==> src/rtl/ahb_oor_pkg.sv <==
// Shared encodings for the AHB out-of-range guard.
// HTRANS/HRESP codes and the default-slave response state type.
package ahb_oor_pkg;

  localparam logic [1:0] HTRANS_IDLE   = 2'b00;
  localparam logic [1:0] HTRANS_BUSY   = 2'b01;
  localparam logic [1:0] HTRANS_NONSEQ = 2'b10;
  localparam logic [1:0] HTRANS_SEQ    = 2'b11;

  localparam logic HRESP_OKAY  = 1'b0;
  localparam logic HRESP_ERROR = 1'b1;

  typedef enum logic [1:0] {
    IDLE = 2'b00,
    ERR1 = 2'b01,
    ERR2 = 2'b10
  } oor_state_t;

endpackage

==> src/rtl/ahb_oor_guard_region_match.sv <==
// Single address-window comparator, base..base+~mask.
// The top bound saturates at all-ones instead of wrapping.
module oor_region_match #(
  parameter int              W    = 32,
  parameter logic [W-1:0]    BASE = '0,
  parameter logic [W-1:0]    MASK = '1
) (
  input  logic [W-1:0] addr_i,
  input  logic         en_i,
  output logic         hit_o
);

  localparam logic [W:0]   SUM  = {1'b0, BASE} + {1'b0, ~MASK};
  localparam logic [W-1:0] TOP  = SUM[W] ? {W{1'b1}} : SUM[W-1:0];
  localparam logic [W:0]   SPAN = {1'b0, TOP - BASE};

  logic [W:0] off;

  // An address below BASE borrows into bit W and so exceeds SPAN.
  assign off   = {1'b0, addr_i} - {1'b0, BASE};
  assign hit_o = en_i && (off <= SPAN);

endmodule

==> src/rtl/ahb_oor_guard.sv <==
// AHB-Lite address guard: window decode plus an ERROR default slave
// with fault capture, saturating error count and sticky interrupt.
module ahb_oor_guard
  import ahb_oor_pkg::*;
#(
  parameter int ADDR_WIDTH  = 32,
  parameter int NUM_REGIONS = 6,
  parameter logic [NUM_REGIONS*ADDR_WIDTH-1:0] REGION_BASE =
    {NUM_REGIONS{{ADDR_WIDTH{1'b0}}}},
  parameter logic [NUM_REGIONS*ADDR_WIDTH-1:0] REGION_MASK =
    {NUM_REGIONS{{{(ADDR_WIDTH-12){1'b1}}, 12'h000}}},
  parameter int CNT_WIDTH   = 8
) (
  input  logic                   clk_i,
  input  logic                   rst_i,
  input  logic [ADDR_WIDTH-1:0]  haddr_i,
  input  logic [1:0]             htrans_i,
  input  logic                   hwrite_i,
  input  logic                   hsel_i,
  input  logic                   hready_i,
  output logic [NUM_REGIONS-1:0] region_hit_o,
  output logic                   valid_o,
  output logic                   hreadyout_o,
  output logic                   hresp_o,
  output logic [ADDR_WIDTH-1:0]  err_addr_o,
  output logic                   err_write_o,
  output logic [CNT_WIDTH-1:0]   err_cnt_o,
  output logic                   irq_o,
  input  logic                   irq_clr_i
);

  for (genvar r = 0; r < NUM_REGIONS; r++) begin : g_region
    oor_region_match #(
      .W    (ADDR_WIDTH),
      .BASE (REGION_BASE[r*ADDR_WIDTH +: ADDR_WIDTH]),
      .MASK (REGION_MASK[r*ADDR_WIDTH +: ADDR_WIDTH])
    ) u_match (
      .addr_i (haddr_i),
      .en_i   (hsel_i),
      .hit_o  (region_hit_o[r])
    );
  end

  assign valid_o = |region_hit_o;

  oor_state_t             state_q, state_d;
  logic [ADDR_WIDTH-1:0]  addr_q, addr_d;
  logic                   wr_q, wr_d;
  logic [CNT_WIDTH-1:0]   cnt_q, cnt_d;
  logic                   irq_q, irq_d;
  logic                   active;
  logic                   fault;
  logic                   accept;

  assign active = (htrans_i == HTRANS_NONSEQ) ||
                  (htrans_i == HTRANS_SEQ);
  assign fault  = hsel_i && hready_i && active && !valid_o;
  // ERR1 holds HREADY low, so only IDLE and ERR2 can take a new fault.
  assign accept = fault && (state_q != ERR1);

  always_comb begin
    state_d = state_q;
    unique case (state_q)
      IDLE:    if (accept) state_d = ERR1;
      ERR1:    state_d = ERR2;
      ERR2:    state_d = accept ? ERR1 : IDLE;
      default: state_d = IDLE;
    endcase
  end

  always_comb begin
    addr_d = addr_q;
    wr_d   = wr_q;
    cnt_d  = cnt_q;
    irq_d  = irq_q;
    if (irq_clr_i) irq_d = 1'b0;
    if (accept) begin
      addr_d = haddr_i;
      wr_d   = hwrite_i;
      irq_d  = 1'b1;
      if (cnt_q != {CNT_WIDTH{1'b1}}) cnt_d = cnt_q + 1'b1;
    end
  end

  always_ff @(posedge clk_i) begin
    if (rst_i) begin
      state_q <= IDLE;
      addr_q  <= '0;
      wr_q    <= 1'b0;
      cnt_q   <= '0;
      irq_q   <= 1'b0;
    end else begin
      state_q <= state_d;
      addr_q  <= addr_d;
      wr_q    <= wr_d;
      cnt_q   <= cnt_d;
      irq_q   <= irq_d;
    end
  end

  always_comb begin
    hreadyout_o = 1'b1;
    hresp_o     = HRESP_OKAY;
    unique case (state_q)
      ERR1: begin
        hreadyout_o = 1'b0;
        hresp_o     = HRESP_ERROR;
      end
      ERR2:    hresp_o = HRESP_ERROR;
      default: hresp_o = HRESP_OKAY;
    endcase
  end

  assign err_addr_o  = addr_q;
  assign err_write_o = wr_q;
  assign err_cnt_o   = cnt_q;
  assign irq_o       = irq_q;

endmodule

==> config.mk <==
export PLATFORM = sky130hd
export DESIGN_NAME = ahb_oor_guard
export DESIGN_NICKNAME = d
export VERILOG_FILES = /design/src/rtl/ahb_oor_pkg.sv /design/src/rtl/ahb_oor_guard_region_match.sv /design/src/rtl/ahb_oor_guard.sv
export SDC_FILE = /design/constraint.sdc
export NUM_CORES = 1
export LEC_CHECK = 0
export ABC_AREA = 1
export BUFFER_PORTS_ARGS = -buffer_cell sky130_fd_sc_hd__buf_2
export CAP_MARGIN = 25
export CORE_MARGIN = 2
export CORE_UTILIZATION = 42
export DETAILED_ROUTE_END_ITERATION = 7
export GPL_ROUTABILITY_DRIVEN = 1
export PLACE_DENSITY = 0.71
export REMOVE_ABC_BUFFERS = 1
export SYNTH_ARGS = -nofsm -noshare
export SYNTH_HDL_FRONTEND = slang
export SYNTH_SLANG_ARGS = --single-unit
==> constraint.sdc <==
create_clock -name clk_i -period 1.48 [get_ports clk_i]
set_input_delay 0 -clock clk_i [delete_from_list [all_inputs] [get_ports clk_i]]
set_output_delay 0 -clock clk_i [all_outputs]
set_load 0.05 [all_outputs]
; ---- Word-level counts from Yosys, hierarchy flattened
; Cells that the tools add are included.
[op_classes]
magnitude_cmp = 1
eq_ne = 7
muxes = 7
addsub = 1
reduce_logical = 11
[ops]
columns = op, n
row1 = "32-bit by 12-bit <= comparator with 1-bit output, second input constant", 1
row2 = "8-bit by 1-bit adder with 8-bit output, second input constant", 1
row3 = "8-bit != test, second input constant", 1
row4 = "2-bit == test, second input constant", 3
row5 = 2-bit one-hot mux with 3 select lines, 1
row6 = 1-bit logical AND, 5
row7 = 1-bit 2-to-1 mux, 5
row8 = "2-bit by 1-bit == test with 1-bit output, second input constant", 1
row9 = 2-bit zero test, 1
row10 = 2-bit 2-to-1 mux, 1
row11 = "2-bit by 1-bit != test with 1-bit output, second input constant", 1
row12 = "2-bit != test, second input constant", 1
row13 = 2-bit AND reduction, 1
row14 = 2-bit nonzero test, 1
row15 = 2-bit OR reduction, 1
row16 = 1-bit zero test, 1
row17 = 1-bit logical OR, 1
[totals]
out_inout_bits = 51
reg_bits = 44
in_bits = 40
wordCells = 32

; ---- Longest topological paths before layout
[logic_depth]
ltp_word = 7
ltp_mapped = 11
depth_no_buf = 9

; ---- Modules after synthesis
; Synthesis repeated with hierarchy kept, for this count alone.
[unflattened]
hier_cells = 366
hier_area_um2 = 2289.7
[modules_own_cells]
columns = module, n_inst, seq_area_each_um2, area_per_inst_um2, cells_per_inst
row1 = ahb_oor_guard, 1, 880.8, 1839.3, 252
row2 = oor_region_match, 6, 0.0, 75.1, 19

; ---- Least setup slack after synthesis
; OpenSTA, ideal clock, no wires.
[synth_path]
kind = input-to-output
startpoint = input haddr_i[25]
endpoint = output region_hit_o[0]
t_arrival_ns = 2.089
setup_slack_ns = -0.609
cell_stages = 4
path_buffers = 1
required_time_ns = 1.480
cell_sequence = nor4_1 nand3_1 nor3_1 buf_4
[synth_via]
elab_chain_cells = 2
[synth_rtl]
columns = item, line
row1 = start: declaration, ahb_oor_guard.sv:16  ; input logic [ADDR_WIDTH-1:0] haddr_i,
row2 = 32-bit by 12-bit <= comparator with 1-bit output, -
row3 = 1-bit logical AND, -
row4 = end: declaration, ahb_oor_guard.sv:21  ; output logic [NUM_REGIONS-1:0] region_hit_o,
; No other way between the ends.

; ---- Final worst setup path
[layout_path]
startpoint = input haddr_i[17]
endpoint = register addr_q[21], in the netlist err_addr_o[21]
[layout_via]
elab_chain_cells = 5
[layout_rtl]
columns = item, line
row1 = 32-bit by 12-bit <= comparator with 1-bit output, ahb_oor_guard_region_match.sv:21  ; assign hit_o = en_i && (off <= SPAN);
row2 = 1-bit logical AND, ahb_oor_guard_region_match.sv:21
row3 = 1-bit zero test, ahb_oor_guard.sv:57  ; assign fault = hsel_i && hready_i && active && !valid_o;
row4 = 1-bit logical AND, ahb_oor_guard.sv:57
row5 = 1-bit logical AND, ahb_oor_guard.sv:59  ; assign accept = fault && (state_q != ERR1);
row6 = end signal: assignment, ahb_oor_guard.sv:94  ; addr_q <= addr_d;
row7 = end: declaration, ahb_oor_guard.sv:47  ; logic [ADDR_WIDTH-1:0] addr_q, addr_d;
; No other way between the ends.
; A chain may end at the register's enable or synchronous reset.

==> flow_metrics.py <==
metrics = {
    "sta": {
        "rsz0062_at_grt": "yes",
        "slew_headroom_pct": 73.3,
        "drv_slew": 0,
        "setup_viol_count_final": 0,
        "finalClockSkew_ns": 0.00692,
        "layout_setup_ws_ns": 0.0207,
        "worst_pin_slew_ns": 0.400,
        "max_clock_freq_mhz": 685,
        "fin_crit_ns": 1.46,
        "finalCritPeriodShare_pct": 98.6,
        "tns_ns": 0,
        "whs_ns": 0.0485,
        "finalHoldViolations": 0,
    },
    "grt": {
        "grt_max_degree": 35,
        "antenna_found_initial": 0,
        "grt_usage_pct": 20.0,
        "grt_first_pass_wirelength_um": 8600,
        "grt_pass1_vias": 2126,
        "overflow": 0,
    },
    "floorplan": {
        "chipWidth_um": 74.4,
        "start_util_pct": 43.7,
        "fp.dieH_um": 74.4,
        "core-area_mm2": 0.00475,
        "io_pins": 91,
        "fp-row-count": 25,
        "dieArea_mm2": 0.00553,
    },
    "synthesis": {
        "synth_seq_cells": 44,
        "syn-instance-count": 270,
        "synth-compound-area-share_pct": 10.1,
        "yosysSeqAreaShare_pct": 42.4,
        "synth.avg_cell_area_um2": 7.70,
        "ys_types": 27,
        "synth_fa_ha_area_share_pct": 3.61,
        "yosysWarnings": 0,
        "synth_mux_area_share_pct": 0,
        "synth-simple-area-share_pct": 33.5,
        "synth_top_family_by_area": "simple AND/OR/NAND/NOR gates",
        "syn-cell-area_mm2": 0.00208,
        "synth_xor_area_share_pct": 1.26,
    },
    "layout": {
        "final_common_cell": "buf_2",
        "final_cell_mix": "buf_2 (80), nor2_1 (58), dfxtp_1 (42)",
        "drive_gt1_share_pct": 43.0,
        "finish.utilization_pct": 70.5,
        "nets": 452,
        "diodes": 0,
        "areaGrowthSynthToFinish_pct": 61.2,
    },
    "pwr": {
        "pwr_density_cell_mw_per_mm2": 829,
        "p_total_mw": 2.78,
        "vdd_ir_drop_max_v": 0.000381,
        "leakage_nw": 1.57,
    },
    "detailed_routing": {
        "viasPerCell": 4.83,
        "wl_per_cell_um": 13.4,
        "drc_errors": 0,
        "dr_wl_met3_um": 385,
        "postRouteAntennaNets": 0,
        "vias": 2288,
        "first_iter_violations": 153,
        "wl_met2_um": 3340,
        "finalWirelength_um": 6370,
        "highest_layer": "met4",
        "first_pass_iters": 4,
        "wl_met1_um": 2450,
    },
    "placed_design": {
        "dp_hpwl_um": 3710,
        "place_ws_ns": 0.00937,
        "place.gp.congestion": 0.840,
        "port_buffers": 89,
    },
    "setup_path": {
        "cp.required_ns": 1.67,
        "cp-start-kind": "input pin",
        "arrival_ns": 1.65,
        "critical_path_class": "in2reg",
        "critPathMaxFanout": 7,
        "end_kind": "flip-flop",
    },
    "cts": {
        "h-tree-depth": 2,
        "clk_pin_slew_ns": 0.08,
        "clock_sinks": 44,
        "cts_tree": "done",
        "cts_buffer_depth": 2,
        "cts_buffers": 5,
        "clk_latency_ns": 0.30,
        "clockRootBuffer": "clkbuf_8",
    },
    "run": {
        "maxCapViolations": 0,
    },
    "status": {
        "status": "finished clean",
    },
    "worst_hold_path": {
        "min_path_type": "in2reg",
    },
}
flip-flops by register name, indices dropped and copies added, names as in the netlist:
signal	count
err_cnt_o	8
irq_o	1
err_addr_o	32
state_q	2
err_write_o	1
worst paths after layout:
check | startpoint | to | slack (ns) | cells after the start
setup reg to reg | state_q[1] | err_addr_o[28] | 0.02 | 9
hold / removal | haddr_i[28] | err_addr_o[28] | 0.05 | 3
hold reg to reg | irq_o | irq_o | 0.47 | 2
setup / recovery | haddr_i[17] | err_addr_o[21] | 0.02 | 10
what timing repair did:
action / CTS / global route
gates cloned: 0 / 4
endpoints found under the setup margin: 1 / 44
hold endpoints to repair: 38 / 1
pin swaps: 0 / 16
hold buffers: 33 / 1
gates resized for setup: 0 / 58
buffers inserted: 0 / 3
cells in the mapped netlist:
| master | n | share of area, % |
|---|---|---|
| nor2_1 | 60 | 11 |
| dfxtp_1 | 44 | 42 |
| nor2_2 | 30 | 9.0 |
| nand2_1 | 29 | 5.2 |
| o21ai_1 | 18 | 4.3 |
| o21ai_0 | 16 | 3.9 |
| inv_1 | 12 | 2.2 |
| nand3_1 | 9 | 2.2 |
| a21oi_1 | 8 | 1.9 |
| buf_4 | 6 | 2.2 |
| ha_1 | 6 | 3.6 |
| nand4_1 | 6 | 1.8 |
| buf_6 | 5 | 2.7 |
| clkbuf_1 | 4 | 0.72 |
| nor3_1 | 3 | 0.72 |
| nor2_4 | 2 | 1.1 |
| xnor2_1 | 2 | 0.84 |
| buf_2 | 1 | 0.24 |
| buf_8 | 1 | 0.72 |
| inv_2 | 1 | 0.18 |
| inv_4 | 1 | 0.30 |
| nand2_4 | 1 | 0.54 |
| nand3_2 | 1 | 0.48 |
| nand3_4 | 1 | 0.84 |
| nor4_1 | 1 | 0.30 |
| or2_4 | 1 | 0.42 |
| xor2_1 | 1 | 0.42 |
critical path, cell delays in order:
cell and delay (ns):
dlygate4sd3_1 0.58, nor2_2 0.13, nand2_2 0.08, nor2_4 0.14
nand3_4 0.13, nand2_8 0.17, clkinv_8 0.11, clkbuf_16 0.17
nor2_2 0.07, nor2_1 0.06
metal layers:
layer	vias up	global-route usage, %
li1	1131	-
met1	1044	19.9
met2	94	38.9
met3	19	4.88
met4	0	8.33
met5	-	0
final cells by class:
| class | instances | area [um2] |
|---|---|---|
| fill | 372 | 1400 |
| timing repair buffer | 146 | 1140 |
| clock inverter | 3 | 18.8 |
| sequential | 44 | 883 |
| multi-input combinational | 195 | 1090 |
| inverter | 14 | 65.1 |
| clock buffer | 5 | 68.8 |
| tap | 67 | 83.8 |
kinds of logic (layout without fill, tap and decap cells):
family                     Yosys count  count (layout)
and+or+nand+nor                    144             144
DFF                                 44              44
AOI/OAI and AO/OA                   42              42
buffers and inverters               31             168
adders and majority gates            6               6
xor gates and xnor gates             3               3
report_power, final:
group	total, mW	internal, mW	switching (mW)
Clock	0.733	0.329	0.404
Sequential	1.29	1.24	0.0412
Combinational	0.762	0.300	0.462
stage by stage:
step / std cells / instance area [um2]
final: 474 / 3350
after global routing: 474 / 3350
after CTS: 468 / 3060
after detailed placement: 427 / 2650
after global placement: 427 / 2650
after floorplan: 253 / 1940
No activity file was read; power rests on OpenSTA's default activity.
